<file path="config.mk">
export PLATFORM = sky130hd
export DESIGN_NAME = reg_file_param
export DESIGN_NICKNAME = d
export VERILOG_FILES = /design/src/rtl/reg_file_param.sv
export SDC_FILE = /design/constraint.sdc
export NUM_CORES = 1
export LEC_CHECK = 0
export CORE_ASPECT_RATIO = 1.2
export CORE_UTILIZATION = 46
export DETAILED_ROUTE_END_ITERATION = 10
export PLACE_DENSITY = 0.69
export SLEW_MARGIN = 20
export SYNTH_ARGS = -nofsm -noshare
export SYNTH_HDL_FRONTEND = slang
export SYNTH_SLANG_ARGS = --single-unit
</file>
<file path="constraint.sdc">
create_clock -name clk -period 8.3 [get_ports clk]
set_input_delay 1.66 -clock clk [delete_from_list [all_inputs] [get_ports clk]]
set_output_delay 1.66 -clock clk [all_outputs]
set_load 0.03 [all_outputs]
</file>
<file path="src/rtl/reg_file_param.sv">
// Parametrised register file: two async read ports, one sync write port,
// one debug port, write-to-read bypass, hardwired zero and sequenced clear.
module reg_file_param #(
  parameter int DATA_W   = 32,
  parameter int ADDR_W   = 5,
  parameter int NUM_REGS = 32,
  parameter int ZERO_REG = 1,
  parameter int BYPASS   = 1
) (
  input  logic              clk,
  input  logic              startin,
  input  logic [ADDR_W-1:0] rd_addr1,
  input  logic [ADDR_W-1:0] rd_addr2,
  output logic [DATA_W-1:0] rd_data1,
  output logic [DATA_W-1:0] rd_data2,
  input  logic              wr_en,
  input  logic [ADDR_W-1:0] wr_addr,
  input  logic [DATA_W-1:0] wr_data,
  input  logic [ADDR_W-1:0] dbg_addr,
  output logic [DATA_W-1:0] dbg_data,
  output logic              busy,
  output logic              clr_done
);

  localparam int IW = (NUM_REGS > 1) ? $clog2(NUM_REGS) : 1;

  typedef enum logic {
    CLEAR,
    RUN
  } state_t;

  state_t            state;
  logic [IW-1:0]     clr_cnt;
  logic [DATA_W-1:0] mem [NUM_REGS];
  logic              wr_ok;
  logic [IW-1:0]     widx;

  // An address is live when it maps to a real, writable entry.
  function automatic logic live(input logic [ADDR_W-1:0] a);
    logic in_rng;
    logic is_zero;
    in_rng  = 32'(a) < 32'(NUM_REGS);
    is_zero = (ZERO_REG != 0) && (a == '0);
    return in_rng && !is_zero;
  endfunction

  assign wr_ok = !busy && wr_en && live(wr_addr);
  assign widx  = wr_addr[IW-1:0];

  function automatic logic [DATA_W-1:0] rd(
    input logic [ADDR_W-1:0] a,
    input logic              byp
  );
    logic [DATA_W-1:0] v;
    v = '0;
    unique case (1'b1)
      busy || !live(a):
        v = '0;
      byp && wr_ok && (wr_addr == a):
        v = wr_data;
      default:
        v = mem[a[IW-1:0]];
    endcase
    return v;
  endfunction

  always_comb begin
    rd_data1 = rd(rd_addr1, BYPASS != 0);
    rd_data2 = rd(rd_addr2, BYPASS != 0);
    dbg_data = rd(dbg_addr, 1'b0);
  end

  always_ff @(posedge clk) begin
    if (startin) begin
      state    <= CLEAR;
      clr_cnt  <= '0;
      busy     <= 1'b1;
      clr_done <= 1'b0;
      mem[0]   <= '0;
    end else begin
      clr_done <= 1'b0;
      unique case (state)
        CLEAR: begin
          mem[clr_cnt] <= '0;
          if (clr_cnt == IW'(NUM_REGS - 1)) begin
            state    <= RUN;
            busy     <= 1'b0;
            clr_done <= 1'b1;
          end else begin
            clr_cnt <= clr_cnt + 1'b1;
          end
        end
        RUN: begin
          if (wr_ok)
            mem[widx] <= wr_data;
        end
      endcase
    end
  end

endmodule

</file>
==> flow_summary.toml <==
[setup_path]
reg2regPathDepth = 6
arrival_ns = 5.24
critPathMaxStageDelay_ns = 0.93
critPathCaptureType = "primary output"
crit_path_frequent_cell = "clkdlybuf4s50_1"
criticalPathCategory = "in2out"
cp_cell_sequence = "clkdlybuf4s50_1 -> nand2_2 -> buf_4 -> o31ai_1 -> clkdlybuf4s50_1"
slowest_stage = "o31ai_1"
cp_max_fo = 18
start_kind = "input pin"
required_ns = 6.64

[grt]
grt_pass1_vias = 38511
antenna_found_initial = 6
grt-ovfl-total = 0
grt_pass1_wl_um = 284700
track_usage = 0.3233
grt_start_max_net_pins = 120

[place]
post-dp-hpwl_um = 117800
io_buffer_count = 152
dp.cells = 4992
gp_congestion = 0.8852

[logic_synthesis]
synth_area_mm2 = 0.05671
synth_ff_type = "edfxtp_1"
yosysWarnings = 0
synth-edff-count = 1024
synth_area_per_cell_um2 = 16.61
synth_cells = 3414
ys_types = 47
synthDominantCellAreaShare = 0.5422
synth-seq-cells = 1032
post-synth-top-area-cell = "edfxtp_1"
async_flop_share = 0
synthTopCellsByArea = "edfxtp_1 54%, mux4_2 22%, mux2i_1 8.5%, o221ai_1 2.0%, a21oi_1 1.7%"
ys_seq_area_frac = 0.5450
synth_nets = 3471

[timing]
min_period_ns = 6.905
rsz0062_at_grt = "no"
worstMarginPinSlew_ns = 1.177
relSlewSlack = 0.2137
hold_viol = 0
period_share = 0.8319
setup_viol = 0
final.setup_skew_ns = 0.02668
fin_setup_tns_ns = 0
slew_violations = 0
max_clock_freq_mhz = 144.8

[route]
via_per_inst = 7.484
first_pass_iters = 8
drc = 0
drtIter0Drc = 5642
drt-total-wl_um = 201600
wl_per_cell_um = 38.89
via_count = 38797
drtAntennaViolNets = 0

[outcome]
status = "finished, final reports clean"

[clock_network]
clk_latency_ns = 0.71
clk_path_buf_depth = 3
holdBufCountCts = 0
cts_resized = 0
postCtsSetupBuffers = 0
cts_buffers = 102
cts_root_buf = "clkbuf_16"
h-tree-depth = 3
clk_pin_slew_ns = 0.07
clock-sinks = 1032
tritoncts = "built"

[power]
combPwrFrac = 0.091
p_sw_uw = 2771
clockPowerShare = 0.417
p_int_uw = 8843
power_frac_seq = 0.493
peakVddDrop_v = 0.0001773
switching_share = 0.2386
leakagePower_uw = 0.01872
p_per_area_mw_per_mm2 = 181.9

[cells_and_area]
layout.cells.non_filler = 5184
layout.nets = 3520
nFillCells = 9628
syn2layout_area_growth_pct = 12.58
layout-drive-gt1-share = 0.2597
utilization = 0.5244

[floorplan]
rows = 140
coreArea_mm2 = 0.1217
die_w_um = 322.5
dieHeight_um = 386.6
die_area_mm2 = 0.1247
start_util = 0.4658
io_pins = 153

[hold_path]
hold-path-cell-count = 2
hold_class = "reg2reg"

[flow_run]
cap_violations = 0
area by class of cell:
type,instances,area (um^2),area share
well taps,1633,2043,0.03200
flip-flops and latches,1032,30910,0.4842
clock inverters,70,788.3,0.01235
diodes,5,12.51,0.0001960
clock buffers,117,2630,0.04120
repair buffers,274,2746,0.04302
multi-input cells,2049,24690,0.3868
inverters,4,18.77,0.0002940
synth_stat cells (23+ instances only):
library cell and number:
buf_2 105, nor2_1 46, nand2_1 23, a22oi_1 96
a221oi_1 78, and2_1 36, edfxtp_1 1024, nor3_1 31
or3_1 33, mux4_2 559, a221o_1 50, o21ai_0 28
a211oi_1 35, o22ai_1 64, buf_4 24, o221ai_1 128
clkbuf_1 171, mux2i_1 480, a21oi_1 195, buf_1 24
nor2b_1 37, o31ai_1 34
cells by family (layout without fill, tap and decap cells):
family                     Yosys count  count (layout)  synth area share
xor gates and xnor gates            13              13          0.002008
muxes                             1039            1039            0.3067
adders and majority gates            2               2         0.0004412
DFF                               1032            1032            0.5450
buffers and inverters              333             465           0.02661
and+or+nand+nor                    254             254           0.02464
other                                0               5                 0
AOI/OAI and AO/OA                  741             741           0.09454
stage by stage:
step / instance area (um^2) / total power (uW) / setup slack, ns / hold WS (ns)
floorplan: 56710 / 6497 / 2.966 / 0.4713
global placement: 60410 / 6858 / 1.469 / 0.4813
detailed placement: 60410 / 6862 / 1.433 / 0.5110
CTS: 63830 / 11590 / 1.418 / 0.5203
global route: 63840 / 11820 / 1.369 / 0.5491
finish: 63840 / 11610 / 1.395 / 0.5280
path summary, 6_finish.rpt:
kind,slack [ns],startpoint,to
max,1.40,dbg_addr[4],dbg_data[2]
min,0.53,clr_cnt[4],clr_cnt[4]
max reg2reg,4.36,busy,mem[9][28]
min reg2reg,0.53,clr_cnt[4],clr_cnt[4]
registers in the layout, indices dropped and copies added, names as in the netlist:
name,count
busy,1
clr_cnt,5
clr_done,1
mem,1024
state,1
cells in the final DEF, fill, tap and decap left out, drive strengths merged, types with 15 or more instances in the layout:
master	Yosys	final
a21oi	195	195
clkbuf	171	118
nand2	23	23
a221o	50	50
nor2	46	46
and2	36	36
o21ai	30	30
clkinv	0	45
a211o	17	17
o221ai	128	128
nor3	32	32
edfxtp	1024	1024
nor2b	37	37
nand2b	21	21
a221oi	78	78
bufinv	0	15
mux2i	480	480
o22ai	64	64
a211oi	35	35
buf	158	133
a22oi	96	96
clkdlybuf4s50	0	140
mux4	559	559
or3	33	33
o31ai	34	34
power groups by stage:
| stage | sequential, uW | combinational, uW | clock, uW |
|---|---|---|---|
| after floorplan | 5820 | 674 | 0 |
| after global placement | 5830 | 1030 | 0 |
| after detailed placement | 5830 | 1030 | 0 |
| after CTS | 5720 | 1030 | 4840 |
| after global routing | 5720 | 1080 | 5020 |
| final | 5720 | 1050 | 4840 |
layer usage:
| metal | wire length (um) | vias up | part of all wire | global-route usage |
|---|---|---|---|---|
| met1 | 68140 | 19964 | 0.34 | 0.4079 |
| met4 | 15390 | 2 | 0.076 | 0.2135 |
| li1 | - | 15000 | - | - |
| met3 | 25690 | 715 | 0.13 | 0.08119 |
| met2 | 92370 | 3116 | 0.46 | 0.4938 |
| met5 | 4 | - | 0.000020 | 0 |
critical path, delay by kind of cell:
kind                   cells  cell delay [ns]
and+or+nand+nor            1             0.61
buffers and inverters      3             2.02
AOI/OAI and AO/OA          1             0.93
(Power assumes the default switching activity.)
